File: config.mk
export PLATFORM = sky130hd
export DESIGN_NAME = toggle_count_sequencer
export DESIGN_NICKNAME = d
export VERILOG_FILES = /design/src/rtl/toggle_count_sequencer.sv
export SDC_FILE = /design/constraint.sdc
export NUM_CORES = 1
export LEC_CHECK = 0
export CORE_MARGIN = 1.5
export CORE_UTILIZATION = 49
export DETAILED_ROUTE_END_ITERATION = 7
export PLACE_DENSITY = 0.77
export SLEW_MARGIN = 20
export SYNTH_ARGS = -nofsm -noshare
export SYNTH_HDL_FRONTEND = slang
export SYNTH_SLANG_ARGS = --single-unit
File: constraint.sdc
create_clock -name clk -period 2.3 [get_ports clk]
set_input_delay 0.46 -clock clk [delete_from_list [all_inputs] [get_ports clk]]
set_output_delay 0.46 -clock clk [all_outputs]
set_load 0.01 [all_outputs]
File: src/rtl/toggle_count_sequencer.sv
// Toggle-enable sequencer for a WIDTH-bit TFF bank: programmable modulo up/down
// counter with start/pause/clear/done control and a completed-round counter.
module toggle_count_sequencer #(
    parameter int WIDTH = 4
) (
    input  logic             clk,
    input  logic             reset,
    input  logic             start,
    input  logic             pause,
    input  logic             clear,
    input  logic             up,
    input  logic [WIDTH-1:0] modulo,
    input  logic [7:0]       rounds,
    output logic [WIDTH-1:0] t_vec,
    output logic [WIDTH-1:0] count,
    output logic             wrap,
    output logic             busy,
    output logic             done
);

    typedef enum logic [1:0] {
        IDLE  = 2'd0,
        RUN   = 2'd1,
        PAUSE = 2'd2,
        DONE  = 2'd3
    } state_t;

    localparam logic [WIDTH-1:0] ZERO = {WIDTH{1'b0}};
    localparam logic [WIDTH-1:0] ONES = {WIDTH{1'b1}};
    localparam logic [WIDTH-1:0] ONE  = {{(WIDTH-1){1'b0}}, 1'b1};

    // Highest count value in range; a modulo of zero stands for 2^WIDTH.
    function automatic logic [WIDTH-1:0] top_value(input logic [WIDTH-1:0] m);
        return (m == ZERO) ? ONES : (m - ONE);
    endfunction

    state_t           state_r, state_next_s;
    logic [WIDTH-1:0] count_r, count_next_s, mod_r, last_s;
    logic [7:0]       rounds_r, round_cnt_r, round_next_s;
    logic             up_r, wrap_r, busy_r, done_r;
    logic             wrap_next_s, capture_s;

    // Next-state, next-count and round bookkeeping in priority order clear > start > pause > step.
    always_comb begin
        state_next_s = state_r;
        count_next_s = count_r;
        round_next_s = round_cnt_r;
        wrap_next_s  = 1'b0;
        capture_s    = 1'b0;
        last_s       = top_value(mod_r);
        if (clear) begin
            state_next_s = IDLE;
            count_next_s = ZERO;
            round_next_s = 8'd0;
        end else begin
            case (state_r)
                IDLE, DONE: begin
                    if (start) begin
                        capture_s    = 1'b1;
                        round_next_s = 8'd0;
                        count_next_s = up ? ZERO : top_value(modulo);
                        state_next_s = RUN;
                    end else begin
                        state_next_s = state_r;
                    end
                end
                RUN: begin
                    if (pause) begin
                        state_next_s = PAUSE;
                    end else begin
                        if (up_r) begin
                            if (count_r == last_s) begin
                                count_next_s = ZERO;
                                wrap_next_s  = 1'b1;
                            end else begin
                                count_next_s = count_r + ONE;
                            end
                        end else begin
                            if (count_r == ZERO) begin
                                count_next_s = last_s;
                                wrap_next_s  = 1'b1;
                            end else begin
                                count_next_s = count_r - ONE;
                            end
                        end
                        // Finishing the programmed number of rounds ends the run on the wrapping edge.
                        if (wrap_next_s) begin
                            round_next_s = round_cnt_r + 8'd1;
                            if ((rounds_r != 8'd0) && (round_next_s == rounds_r)) begin
                                state_next_s = DONE;
                            end else begin
                                state_next_s = RUN;
                            end
                        end else begin
                            state_next_s = RUN;
                        end
                    end
                end
                PAUSE: begin
                    if (pause) begin
                        state_next_s = PAUSE;
                    end else begin
                        state_next_s = RUN;
                    end
                end
                default: begin
                    state_next_s = IDLE;
                    count_next_s = ZERO;
                    round_next_s = 8'd0;
                end
            endcase
        end
    end

    assign t_vec = count_r ^ count_next_s;

    // State, shadow count, captured run parameters and registered status flags.
    always_ff @(posedge clk) begin
        if (reset) begin
            state_r     <= IDLE;
            count_r     <= ZERO;
            round_cnt_r <= 8'd0;
            wrap_r      <= 1'b0;
            busy_r      <= 1'b0;
            done_r      <= 1'b0;
            up_r        <= 1'b1;
            mod_r       <= ZERO;
            rounds_r    <= 8'd0;
        end else begin
            state_r     <= state_next_s;
            count_r     <= count_next_s;
            round_cnt_r <= round_next_s;
            wrap_r      <= wrap_next_s;
            busy_r      <= (state_next_s == RUN) || (state_next_s == PAUSE);
            done_r      <= (state_next_s == DONE);
            if (capture_s) begin
                up_r     <= up;
                mod_r    <= modulo;
                rounds_r <= rounds;
            end else begin
                up_r     <= up_r;
                mod_r    <= mod_r;
                rounds_r <= rounds_r;
            end
        end
    end

    assign count = count_r;
    assign wrap  = wrap_r;
    assign busy  = busy_r;
    assign done  = done_r;

endmodule

==> results.txt, run 1 <==
maxcap violations = 0
most common cell after layout, fill and taps aside = buf_4
num ports = 29
register area share after synthesis = 28.8%
hpwl dp = 4290 microns
final worst path period need = 2.82 ns
relative slew slack = 74.7%
post-synth cell types = 57
Placed Cells = 393
Post-Place Worst Slack = -0.996 ns
Die Y = 68.3 microns
htree depth = 2
Hold WS = 0.488 ns
core footprint = 0.00406 sq mm
Hold Path Cell Cnt = 2
Hold Vio Cnt, Final = 0
synthesized area = 0.00209 sq mm
Final period util = 123%
IO Port Bufs = 28
reg2reg end = busy
Max Fclk = 0.354 GHz
Overflow after GRT = 0
clock root buffer master = clkbuf_8
Initial DRT Pass Iterations = 6
post-route cell area = 0.00318 sq mm
WS Path Type = reg2out
CTS tree = built
Row Count = 23
Post-synth EDFFs = 0
Final ANT Viol Nets = 0
CP endpoint kind = primary output
Yosys Warn Count = 0
area fraction of the dominant cell type after synthesis = 28.8%
Synth Instances = 274
Register-to-Register Setup Slack = -0.16 ns
clock buffer depth = 2
Setup-failing EPs final = 5
Layout fillers = 268
PD cells = 435 mW/mm^2
largest net degree at the start of global routing = 16
Async SR Flop Fraction = 0%
Startpoint Class = flop
synth-to-layout area growth = 52.5%
first-pass GRT wire length = 10400 microns
ys flop type = dfxtp_1
post-synth net total = 301
antenna diode count = 0
HP Class = reg2reg
CP Data Arrival Time = 2.36 ns
worst-path fanout max = 5
Skew-Pair Late Insertion Delay = 0.29 ns
initial antenna violation count = 0
GPL Wtd Cong = 0.954
GRT Total Usage = 30.4%
DIE AREA = 0.00466 sq mm
Critical Path RT = 1.84 ns
drt initial violations = 162
Worst Tran Pin Value = 0.375 ns
Final Skew = 0.00959 ns
Via density = 5.96
worst reg2reg path depth = 13
DP Area = 0.00286 sq mm
synthesized area per cell = 7.62 sq um
Reg clk slew, reported paths = 0.07 ns
Layout Cells excl Fill = 414
outcome = finished with violations
commonest cells after routing, fill and taps aside = buf_4 (61), nand2_1 (34), dfxtp_1 (24)
vias in the first global route = 2276
top post-synthesis cells by area = dfxtp_1 (29%), nand2_1 (6.1%), a21oi_1 (5.5%)
routed len/inst = 16.0 microns
RSZ-0062 raised after global routing = yes
RR Startpoint = mod_r[0]
nets = 390
# DRC = 0
failing checks = negative setup slack
area leader, netlist = dfxtp_1
fin. max-slew vios = 0
VDD IR max = 0.000290 V
routed wire length = 6630 microns
layout cells sized above 1 = 32.7%
Synth Register Bits = 30
worst setup margin = -0.524 ns
Lkg Pwr = 1.28 nW
Die W = 68.3 microns
via count = 2466
CTS sink cnt = 30
WHS Endpoint = rounds_r[2]
worst hold start = rounds_r[2]
TritonCTS buffer count = 5
Starting Density = 51.5%
area by class of cell:
type                    count  area (sq um)  area share, %
clock inverters             1          5.00          0.157
multi-input cells         212          1550           48.6
well taps                  50          62.6           1.96
inverters                  20          77.6           2.44
repair buffers             94           791           24.8
clock buffers               7          86.3           2.71
flip-flops and latches     30           613           19.3
cell usage after synthesis (7+ instances only):
master,instances
a21oi_1,23
clkbuf_1,7
dfxtp_1,30
ha_1,9
inv_1,19
nand2_1,34
nand3_1,9
nor2_1,22
o211ai_1,7
o21ai_0,15
xnor2_1,10
worst max path at each step:
stage	endpoint	startpoint	depth (start not counted)
after floorplan	t_vec[3]	mod_r[0]	8
after global placement	t_vec[2]	modulo[0]	9
after CTS	t_vec[2]	mod_r[0]	10
after global routing	t_vec[2]	mod_r[0]	10
final	t_vec[2]	mod_r[0]	10
after detailed placement	t_vec[2]	modulo[0]	9
timing repair:
| action | CTS | global route |
|---|---|---|
| endpoints found under the setup margin | 5 | 14 |
| buffers inserted | 10 | 7 |
| hold buffers | 0 | 0 |
| pin swaps | 21 | 12 |
| resized for setup | 35 | 14 |
worst max-delay path, cell delays in order (launching register included):
cell and delay [ns]:
dfxtp_4 0.37, inv_4 0.04, ha_4 0.16, o21bai_1 0.16, a21oi_2 0.22, xnor2_2 0.17, buf_4 0.19, o2111ai_4 0.12
a21oi_2 0.19, mux2_4 0.32, buf_6 0.12
cell families after synthesis:
logic type	after synthesis	synth area share, %
buffers and inverters	32	6.17
and+or+nand+nor	102	24.1
AOI/OAI and AO/OA	79	25.5
muxes	5	2.58
xor gates and xnor gates	17	7.49
DFF	30	28.8
adders and majority gates	9	5.39
report_power, final:
group / switching, W / internal, W / leakage (nW)
registers: 0.0000187 / 0.000534 / 0.247
clock network: 0.000221 / 0.000241 / 0.0482
logic: 0.000179 / 0.000191 / 0.980
flip-flops by register name, summed over array words and instances (netlist names):
name / flops
round_cnt_r: 8
rounds_r: 8
count: 4
mod_r: 4
state_r: 2
busy: 1
done: 1
up_r: 1
wrap: 1
metal layers:
layer / vias up / part of all wire, % / GRT usage [%]
li1: 1162 / - / -
met1: 1132 / 42 / 35.4
met2: 132 / 47 / 50.2
met3: 40 / 7.5 / 9.05
met4: 0 / 4.2 / 15.5
met5: - / 0 / 0
metrics by stage:
stage / TNS, ns / utilization [%] / total power [W]
floorplan: -0.0535 / - / 0.000734
global placement: -3.70 / 70.4 / 0.000871
finish: -1.99 / 78.5 / 0.00138
global route: -2.43 / 78.5 / 0.00144
detailed placement: -3.86 / 70.4 / 0.000875
CTS: -2.07 / 76.1 / 0.00135
Note: power is estimated with default switching activity, not from simulation.
==> run 2, diff against run 1 <==
--- a/config.mk
+++ b/config.mk
@@ -8,6 +8,7 @@
 export CORE_MARGIN = 1.5
 export CORE_UTILIZATION = 49
 export DETAILED_ROUTE_END_ITERATION = 7
+export GPL_TIMING_DRIVEN = 0
 export PLACE_DENSITY = 0.77
 export SLEW_MARGIN = 20
 export SYNTH_ARGS = -nofsm -noshare
==> run 2 against run 1 <==
The flow still finishes with violations (negative setup slack); register-to-register slack lost 0.05 ns; cell area shrank 9.5%; die area is the same; total power shrank 4.5%; clock skew grew 0.00069 ns; global-route usage shrank 3.2 points; critical path depth shrank 1; worst setup slack gained 0.020 ns; critical path type unchanged; critical endpoint unchanged.
==> results.txt, run 2 (synthesized netlist as in run 1, its figures left out) <==
htree depth = 2
Reg clk slew, reported paths = 0.07 ns
Final ANT Viol Nets = 0
Hold Vio Cnt, Final = 0
CTS sink cnt = 30
GRT Total Usage = 27.2%
met1 usage = 36.0%
failing checks = negative setup slack
RR Startpoint = mod_r[0]
via count = 2182
hpwl dp = 3860 microns
routed wire length = 5910 microns
Max Fclk = 0.357 GHz
routed len/inst = 15.5 microns
num ports = 29
crit-path cells = buf_4 -> o31a_1 -> a21oi_4 -> xnor2_2 -> buf_4 -> o2111ai_4 -> a21oi_2 -> mux2_4 -> buf_6
met2 usage = 46.5%
initial antenna violation count = 0
Hold Buf Count CTS = 0
worst hold start = rounds_r[1]
drt initial violations = 231
worst setup margin = -0.505 ns
Starting Density = 51.5%
reg2reg end = busy
layout cells sized above 1 = 24.2%
Reg area = 611 sq um
DIE AREA = 0.00466 sq mm
Layout fillers = 329
RSZ-0062 raised after global routing = yes
Via density = 5.74
HP Class = reg2reg
Final period util = 122%
met3 Track Usage GR = 4.61%
fin. max-slew vios = 0
most common cell after layout, fill and taps aside = nand2_1
vias in the first global route = 2042
first-pass GRT wire length = 9660 microns
# DRC = 0
Final Skew = 0.0103 ns
PD cells = 459 mW/mm^2
IO Port Bufs = 28
WHS Endpoint = rounds_r[1]
post-route cell area = 0.00288 sq mm
nets = 356
Hold Path Cell Cnt = 2
Row Count = 23
Crit path largest cell delay = 0.36 ns
worst-path fanout max = 3
clock root buffer master = clkbuf_8
CP Data Arrival Time = 2.34 ns
final worst path period need = 2.80 ns
GPL Wtd Cong = 0.872
maxcap violations = 0
largest net degree at the start of global routing = 11
outcome = finished with violations
worst reg2reg path depth = 12
Setup-failing EPs final = 12
VDD IR max = 0.000325 V
CTS tree = built
Initial DRT Pass Iterations = 4
CP endpoint kind = primary output
clock buffer depth = 2
multi-input logic area = 0.00152 sq mm
Skew-Pair Late Insertion Delay = 0.29 ns
Die W = 68.3 microns
Critical Path RT = 1.84 ns
commonest cells after routing, fill and taps aside = nand2_1 (34), dfxtp_1 (24), nor2_1 (22)
biggest registers after layout = round_cnt_r: 8 flops, rounds_r: 8 flops
Die Y = 68.3 microns
Lkg Pwr = 1.06 nW
Slowest-stage cell, CP = dfxtp_4
cell mode on critical path = buf_4
Overflow after GRT = 0
relative slew slack = 33.4%
antenna diode count = 0
total power = 0.00132 W
DP Area = 0.00252 sq mm
Final Util = 71.0%
global routing's busiest layer = met2
synth-to-layout area growth = 38.0%
Register-to-Register Setup Slack = -0.21 ns
WS Path Type = reg2out
Startpoint Class = flop
Worst Tran Pin Value = 0.991 ns
core footprint = 0.00406 sq mm
TritonCTS buffer count = 5
-- run 2: how the worst max path moves through the flow --
| stage | depth (start not counted) | endpoint | from |
|---|---|---|---|
| 3_5_place_dp | 9 | t_vec[1] | modulo[0] |
| 4_1_cts | 9 | t_vec[3] | mod_r[0] |
| 5_1_grt | 8 | t_vec[2] | state_r[1] |
| 2_1_floorplan | 8 | t_vec[3] | mod_r[0] |
| 6_report | 9 | t_vec[2] | mod_r[0] |
| 3_3_place_gp | 9 | t_vec[2] | modulo[0] |
-- run 2: stage by stage --
| step | hold slack (ns) | worst slack (ns) | setup TNS (ns) | instances |
|---|---|---|---|---|
| 6_report | 0.486 | -0.505 | -2.35 | 380 |
| 5_1_grt | 0.514 | -0.577 | -4.30 | 380 |
| 3_3_place_gp | 0.467 | -1.01 | -5.87 | 352 |
| 4_1_cts | 0.491 | -0.467 | -1.99 | 380 |
| 2_1_floorplan | 0.449 | -0.0535 | -0.0535 | 274 |
| 3_5_place_dp | 0.473 | -1.01 | -6.05 | 352 |
-- run 2: area by class of cell --
cell class / instances / area share [%]
plain buffers: 11 / 2.34
inverters: 20 / 2.99
clock buffers: 6 / 2.86
clock inverters: 2 / 0.434
flip-flops and latches: 30 / 21.2
multi-input cells: 212 / 52.9
repair buffers: 49 / 15.1
well taps: 50 / 2.17
-- run 2: critical path: cells and delay by family, from the launching register on --
kind	cells	cell delay, ns
AOI/OAI and AO/OA	4	0.74
xor gates and xnor gates	1	0.18
buffers and inverters	3	0.45
DFF	1	0.36
muxes	1	0.32
-- run 2: per-layer routing --
metal	vias to the layer above	wire, microns
met2	72	2950
met1	1008	2540
li1	1091	-
met4	0	66
met3	11	348
met5	-	0
-- run 2: power by group --
part           leakage [nW]  total (W)  switching, W  internal [W]
clock                0.0472   0.000451      0.000211      0.000240
sequential            0.247   0.000551     0.0000155      0.000535
combinational         0.762   0.000321      0.000165      0.000156
total                  1.06    0.00132      0.000391      0.000932
-- run 2: timing repair --
item / 4_1_cts / 5_1_grt
setup buffers: 20 / 1
pin swaps: 11 / 5
endpoints found under the setup margin: 13 / 14
gates resized for setup: 43 / 4
